==> src/rtl/ball_controller.sv <==
// Ping-pong ball controller: serves, moves and returns the ball along the LED strip,
// detects misses, speeds up per return and freezes once either score is full.
module ball_controller #(
    parameter int NUM_LEDS   = 18,
    parameter int TICK_DIV   = 5000000,
    parameter int MIN_DIV    = 1000000,
    parameter int SPEED_STEP = 250000
) (
    input  logic                clk,
    input  logic                rst_n,
    input  logic                button_L,
    input  logic                button_R,
    input  logic                left_full_flag,
    input  logic                right_full_flag,
    output logic [NUM_LEDS-1:0] leds,
    output logic                leds0,
    output logic                leds17,
    output logic                miss_L,
    output logic                miss_R,
    output logic [7:0]          rally_cnt,
    output logic                game_over
);

    localparam int PW = $clog2(NUM_LEDS);
    localparam logic [PW-1:0] LAST_POS  = PW'(NUM_LEDS - 1);
    localparam logic [31:0]   TICK_P    = 32'(TICK_DIV);
    localparam logic [31:0]   MIN_P     = 32'(MIN_DIV);
    localparam logic [31:0]   STEP_P    = 32'(SPEED_STEP);
    localparam logic [31:0]   FLOOR_LIM = 32'(MIN_DIV + SPEED_STEP);

    typedef enum logic [2:0] {
        SERVE_L,
        SERVE_R,
        TO_LEFT,
        TO_RIGHT,
        OVER
    } state_t;

    state_t              state_q, state_d;
    logic [PW-1:0]       pos_q, pos_d;
    logic [31:0]         period_q, period_d;
    logic [31:0]         tick_q, tick_d;
    logic [7:0]          rally_q, rally_d;
    logic                btn_prev_l_q, btn_prev_r_q;
    logic [NUM_LEDS-1:0] leds_q, leds_d;
    logic                miss_l_q, miss_l_d;
    logic                miss_r_q, miss_r_d;
    logic                over_q;

    logic press_l, press_r, step;
    logic [31:0] period_fast;

    assign press_l = btn_prev_l_q & ~button_L;
    assign press_r = btn_prev_r_q & ~button_R;
    assign step    = (tick_q == period_q - 32'd1);

    // Speed-up clamps to the floor before subtracting so the period never wraps.
    assign period_fast = (period_q >= FLOOR_LIM) ? (period_q - STEP_P) : MIN_P;

    always_comb begin
        state_d  = state_q;
        pos_d    = pos_q;
        period_d = period_q;
        tick_d   = tick_q;
        rally_d  = rally_q;
        miss_l_d = 1'b0;
        miss_r_d = 1'b0;

        if (state_q != OVER && (left_full_flag || right_full_flag)) begin
            state_d = OVER;
        end else begin
            case (state_q)
                SERVE_L: begin
                    pos_d  = LAST_POS;
                    tick_d = '0;
                    if (press_l) state_d = TO_RIGHT;
                end
                SERVE_R: begin
                    pos_d  = '0;
                    tick_d = '0;
                    if (press_r) state_d = TO_LEFT;
                end
                TO_RIGHT: begin
                    tick_d = step ? '0 : tick_q + 32'd1;
                    if (pos_q == '0) begin
                        if (press_r) begin
                            state_d  = TO_LEFT;
                            tick_d   = '0;
                            period_d = period_fast;
                            rally_d  = (rally_q == 8'hFF) ? rally_q : rally_q + 8'd1;
                        end else if (step) begin
                            state_d  = SERVE_R;
                            miss_r_d = 1'b1;
                            period_d = TICK_P;
                            rally_d  = '0;
                        end
                    end else if (step) begin
                        pos_d = pos_q - PW'(1);
                    end
                end
                TO_LEFT: begin
                    tick_d = step ? '0 : tick_q + 32'd1;
                    if (pos_q == LAST_POS) begin
                        if (press_l) begin
                            state_d  = TO_RIGHT;
                            tick_d   = '0;
                            period_d = period_fast;
                            rally_d  = (rally_q == 8'hFF) ? rally_q : rally_q + 8'd1;
                        end else if (step) begin
                            state_d  = SERVE_L;
                            miss_l_d = 1'b1;
                            period_d = TICK_P;
                            rally_d  = '0;
                        end
                    end else if (step) begin
                        pos_d = pos_q + PW'(1);
                    end
                end
                default: begin
                    state_d = OVER;
                end
            endcase
        end

        leds_d = '0;
        if (state_d != OVER) leds_d = {{(NUM_LEDS-1){1'b0}}, 1'b1} << pos_d;
    end

    always_ff @(posedge clk) begin
        if (!rst_n) begin
            state_q      <= SERVE_L;
            pos_q        <= LAST_POS;
            period_q     <= TICK_P;
            tick_q       <= '0;
            rally_q      <= '0;
            btn_prev_l_q <= 1'b1;
            btn_prev_r_q <= 1'b1;
            leds_q       <= {1'b1, {(NUM_LEDS-1){1'b0}}};
            miss_l_q     <= 1'b0;
            miss_r_q     <= 1'b0;
            over_q       <= 1'b0;
        end else begin
            state_q      <= state_d;
            pos_q        <= pos_d;
            period_q     <= period_d;
            tick_q       <= tick_d;
            rally_q      <= rally_d;
            btn_prev_l_q <= button_L;
            btn_prev_r_q <= button_R;
            leds_q       <= leds_d;
            miss_l_q     <= miss_l_d;
            miss_r_q     <= miss_r_d;
            over_q       <= (state_d == OVER);
        end
    end

    assign leds      = leds_q;
    assign leds0     = leds_q[0];
    assign leds17    = leds_q[NUM_LEDS-1];
    assign miss_L    = miss_l_q;
    assign miss_R    = miss_r_q;
    assign rally_cnt = rally_q;
    assign game_over = over_q;

endmodule

==> config.mk <==
export PLATFORM = sky130hd
export DESIGN_NAME = ball_controller
export DESIGN_NICKNAME = d
export VERILOG_FILES = /design/src/rtl/ball_controller.sv
export SDC_FILE = /design/constraint.sdc
export NUM_CORES = 1
export LEC_CHECK = 0
export BUFFER_PORTS_ARGS = -buffer_cell sky130_fd_sc_hd__buf_2
export CORE_ASPECT_RATIO = 0.75
export CORE_MARGIN = 2
export CORE_UTILIZATION = 25
export CTS_CLUSTER_SIZE = 10
export DETAILED_ROUTE_END_ITERATION = 6
export GPL_ROUTABILITY_DRIVEN = 1
export RECOVER_POWER = 25
export SETUP_SLACK_MARGIN = 0.02
export SLEW_MARGIN = 20
export SYNTH_ARGS = -nofsm -noshare
export SYNTH_HDL_FRONTEND = slang
export SYNTH_SLANG_ARGS = --single-unit
==> constraint.sdc <==
create_clock -name clk -period 9.1 [get_ports clk]
set_input_delay 0.455 -clock clk [delete_from_list [all_inputs] [get_ports clk]]
set_output_delay 0.455 -clock clk [all_outputs]
set_load 0.05 [all_outputs]
Yosys cells after proc, flatten, opt, wreduce, memory -nomap -nowiden
Cells that the tools add are included.

Equality and inequality tests: 11. Muxes and demuxes: 38. Order comparisons: 1. Bitwise logic cells: 10. Reductions and logical operators: 12. Multiply operators: 0. Div/mod/pow operators: 0. Shift operators: 1. Add/subtract/negate cells: 6.

Operators with widths (count): two-way mux 32 bit (11); case mux 32 bit (3 select lines) (1); case mux 32 bit (2 select lines) (1); two-way mux 8 bit (6); adder 32 x 1 -> 32 bit, second input constant (1); == test 32 bit (1); greater-or-equal comparator 32 x 21 -> 1 bit, second input constant (1); subtractor 32 x 1 -> 32 bit, second input constant (1); subtractor 32 x 18 -> 32 bit, second input constant (1); two-way mux 3 bit (9); two-way mux 5 bit (5); case mux 5 bit (4 select lines) (1); two-way mux 18 bit (1); << shifter 1 x 5 -> 18 bit, first input constant (1); case mux 8 bit (2 select lines) (1); case mux 3 bit (4 select lines) (1); OR reduction 5 bit (2); adder 8 x 1 -> 8 bit, second input constant (1); == test 8 bit, second input constant (1); inverter 1 bit (8); == test 3 x 2 -> 1 bit, second input constant (2); != test 3 bit, second input constant (2); adder 5 x 1 -> 5 bit, second input constant (1); == test 5 bit, second input constant (1); other kinds (15) (18).

RAM bits: 0. Latch bits: 0. Memories kept: 0. Register bits after elaboration: 103. Memory bits (read-only): 0. Logic and storage cells: 91.

Depth between registers and ports, before layout
Word-level depth: 9. Depth in mapped cells: 16. Depth with buffers taken out: 12.

Worst setup path before layout
Ideal clock, no wire load.

Path type: register to register. Start: register period_q[21]. End: register leds_q[17] (netlist: leds[17]). Stages on the path, launching flop included: 12. Path slack: 5.578 ns. Data required time: 8.965 ns. Clock period less this slack: 3.522 ns. Data arrival time: 3.388 ns. Path buffers: 1. Cell sequence: dfxtp_1 or4_1 buf_2 or4_4 nor3_1 mux2i_1 o2111ai_2 nor4_4 nand2_2 or4_4 nand3_2 o41ai_2.

Cells in the longest elaborated chain, start to end: 9.

Ends and longest elaborated chain: start, declared (line 41) `logic [31:0] period_q, period_d;`; start signal, assigned (line 145) `period_q <= period_d;`; subtractor 32 x 1 -> 32 bit * (line 55) `assign step = (tick_q == period_q - 32'd1);`; == test 32 bit * (line 55); two-way mux 3 bit, on equally long branches (line 109, 91); two-way mux 3 bit, on equally long branches (line 104, 86); two-way mux 3 bit, on equally long branches (line 103, 85); case mux 3 bit (4 select lines) (line 72) `case (state_q)`; two-way mux 3 bit (line 69) `if (state_q != OVER && (left_full_flag || right_full_flag)) begin`; != test 3 bit (line 126) `if (state_d != OVER) leds_d = {{(NUM_LEDS-1){1'b0}}, 1'b1} << pos_d;`; two-way mux 18 bit * (line 126); end signal, assigned (line 138) `leds_q <= {1'b1, {(NUM_LEDS-1){1'b0}}};`; end signal, assigned (line 150) `leds_q <= leds_d;`; end, declared (line 45) `logic [NUM_LEDS-1:0] leds_q, leds_d;`.

Mark *: on every way between the ends. The rest lies on a longest branch, timed or not. A chain may end at the register's enable or synchronous reset.

Worst setup path in the final report
Start: register period_q[22]. End: register leds_q[17] (netlist: leds[17]).

The elaborated chain is that of the path after synthesis.

==> impl_metrics.ini <==
[placed_design]
placedCellCount = 1228
io_buffers = 36
dp_hpwl_um = 14700
gp_congestion = 0.9220
place_ws_ns = 4.658

[critical_path]
path_max_fanout = 14
cp-end-kind = flip-flop
path_cells = or4_1, or4_4, nor3_1, mux2i_1, o2111ai_2, nor4_4, and2_1, o211ai_2, nand2b_1, o41ai_2
crit_slowest_cell = or4_1
crit_type = reg -> reg
critPathMaxStageDelay_ns = 0.69
cp_data_required_time_ns = 9.37
crit_arrival_ns = 4.77
startpoint_type = flip-flop

[synth]
ys_dominant_reg_cell = dfxtp_1
syn_inst = 896
avgSynthCellArea_um2 = 7.534
async_flop_share_pct = 0
synth-seq-cells = 103
synth_nets = 910
ys_types = 84
synth_edf_count = 0
netlist_area_um2 = 6750
ys_warn_count = 0
ys_seq_area_share_pct = 30.55

[cts]
insertion_delay_ns = 0.37
cts_root_buf = clkbuf_16
post_cts_resized = 0
cts_max_path_buffers = 2
clk_pin_slew_worst_paths_ns = 0.08
htreeDepth = 3
cts_tree = yes
post_cts_buffers = 0
cts_sinks = 103
numCtsBuffers = 9
cts_hold_buf = 0

[finish]
drive_above_1_share_pct = 7.167
antenna_cells = 0
syn_to_final_growth_pct = 9.657
most-common-layout-cells = 103 x dfxtp_1, 84 x o21ai_0, 80 x nor2_1, 72 x nand2_1, 51 x nand3_1
fin_nets = 902
final_util_pct = 27.68
instances_no_fill = 1244
layout_commonest_cell = dfxtp_1

[routing]
drt_iter0_markers = 794
totalWireLength_um = 19960
detail_route.first_pass.iterations = 5
drt-wirelength-per-cell_um = 16.04
num_vias = 6667
vias_per_cell = 5.359
drtAntennaViolNets = 0
route.detailed.drc = 0

[run]
drv_cap = 1

[power]
powerDensity_nw_per_um2 = 120.8
p_leak_nw = 2.521
seqPwrFrac_pct = 50.9
internal_power_mw = 0.6594
clockPowerShare_pct = 44.5
netSwitchingFraction_pct = 26.26
p_switching_mw = 0.2348
power_frac_comb_pct = 4.6
irDropWorstVdd_mv = 0.08732

[sta]
fin_skew_ns = 0.008960
hold_violations = 0
min_period_ns = 4.504
post-route-period-util_pct = 49.50
setup_viol = 0
grt_setup_unrepaired = no
fin_setup_tns_ns = 0
worstMarginPinSlew_ns = 2.108
layout_setup_ws_ns = 4.596
drv_slew = 52
whs_ns = 0.2968
slew_headroom_pct = -40.54
max_freq_mhz = 222.0

[floorplanning]
ios = 37
initial_utilization_pct = 25.24
die_x_um = 193.7
die-area_um2 = 28350
num_rows = 52
coreArea_um2 = 26740
die_h_um = 146.3

[global_route]
grt_use_met2_pct = 17.52
grt_max_degree = 52
grt-busiest-layer = met1
antenna_found_initial = 0
grt_pass1_wl_um = 32160
use_met3_pct = 3.234
grt_pass1_vias = 5773
grt-ovfl-total = 0
gr-usage-met1_pct = 22.72
gr-usage-all-layers_pct = 13.89

[hold_path]
hold_class = in -> reg

[outcome]
status = finished with violations
violations = max-capacitance violations, max-slew violations
## per-layer routing
metal  vias to the layer above  routed length, um  part of all wire (%)
met2                       257               7344                    37
met4                         0                243                   1.2
met5                         -                  0                     0
met1                      3143              10700                    54
met3                        21               1676                   8.4
li1                       3246                  -                     -
## cell type report
cell class | instances | area, um^2
inverter | 22 | 82.58
tap | 351 | 439.2
clock inverter | 7 | 73.82
sequential | 103 | 2062
fill | 2866 | 19340
timing repair buffer | 40 | 168.9
multi-input combinational | 712 | 4350
clock buffer | 9 | 225.2
## path summary, 6_finish.rpt
check / start / end / slack (ns) / depth (start not counted)
max: period_q[22] / leds[17] / 4.60 / 10
min reg2reg: period_q[30] / period_q[30] / 0.51 / 1
min: button_R / btn_prev_r_q / 0.30 / 2
max reg2reg: period_q[22] / leds[17] / 4.60 / 10
## Yosys cell counts, types with 8 or more instances
cell type	number	area, um^2
nand2_1	72	270.3
nor2b_1	16	100.1
inv_1	21	78.83
a21oi_1	48	240.2
nand4_1	14	87.58
or2_2	8	50.05
xor2_1	22	192.7
ha_1	8	100.1
clkbuf_1	40	150.1
and2_1	12	75.07
buf_2	12	60.06
nand3_1	51	255.2
and3_1	27	168.9
o31ai_1	9	67.56
a211oi_1	8	60.06
nor3_1	41	205.2
nor4_1	17	106.4
a31oi_1	15	93.84
o21ai_0	84	420.4
nor3b_1	12	90.09
nor2_1	80	300.3
a21boi_0	13	97.59
nand2b_1	16	100.1
dfxtp_1	103	2062
xnor2_1	26	227.7
## power groups by stage
stage	logic, mW	registers (mW)	clock network, mW
finish	0.0411	0.456	0.398
CTS	0.0411	0.455	0.408
floorplan	0.0275	0.468	0
global route	0.0449	0.456	0.428
detailed placement	0.0410	0.466	0
global placement	0.0409	0.466	0
## stage by stage
stage | total power [mW] | cell area, um^2
after floorplan | 0.4950 | 6750
after global placement | 0.5071 | 7143
after detailed placement | 0.5071 | 7143
after CTS | 0.9043 | 7442
after global routing | 0.9287 | 7402
final | 0.8942 | 7402
## worst max-delay path, delay by kind of cell, from the launching register on
kind	cells	cell delay [ns]
muxes	1	0.25
DFF	1	0.44
and+or+nand+nor	6	2.96
AOI/OAI and AO/OA	3	0.76
## sequential cells by signal (all words and copies together), names as in the netlist
register / count
game_over: 1
period_q: 32
pos_q: 5
state_q: 3
miss_L: 1
rally_cnt: 8
miss_R: 1
btn_prev_l_q: 1
leds: 18
btn_prev_r_q: 1
tick_q: 32
## cell families (layout without fill, tap and decap cells)
family,after synthesis,count (layout),share of synthesized area (%)
and+or+nand+nor,416,416,33.61
AOI/OAI and AO/OA,232,232,21.89
DFF,103,103,30.55
buffers and inverters,81,78,5.023
xor gates and xnor gates,48,48,6.228
adders and majority gates,8,8,1.483
muxes,8,8,1.223
No activity file was read; power rests on OpenSTA's default activity.
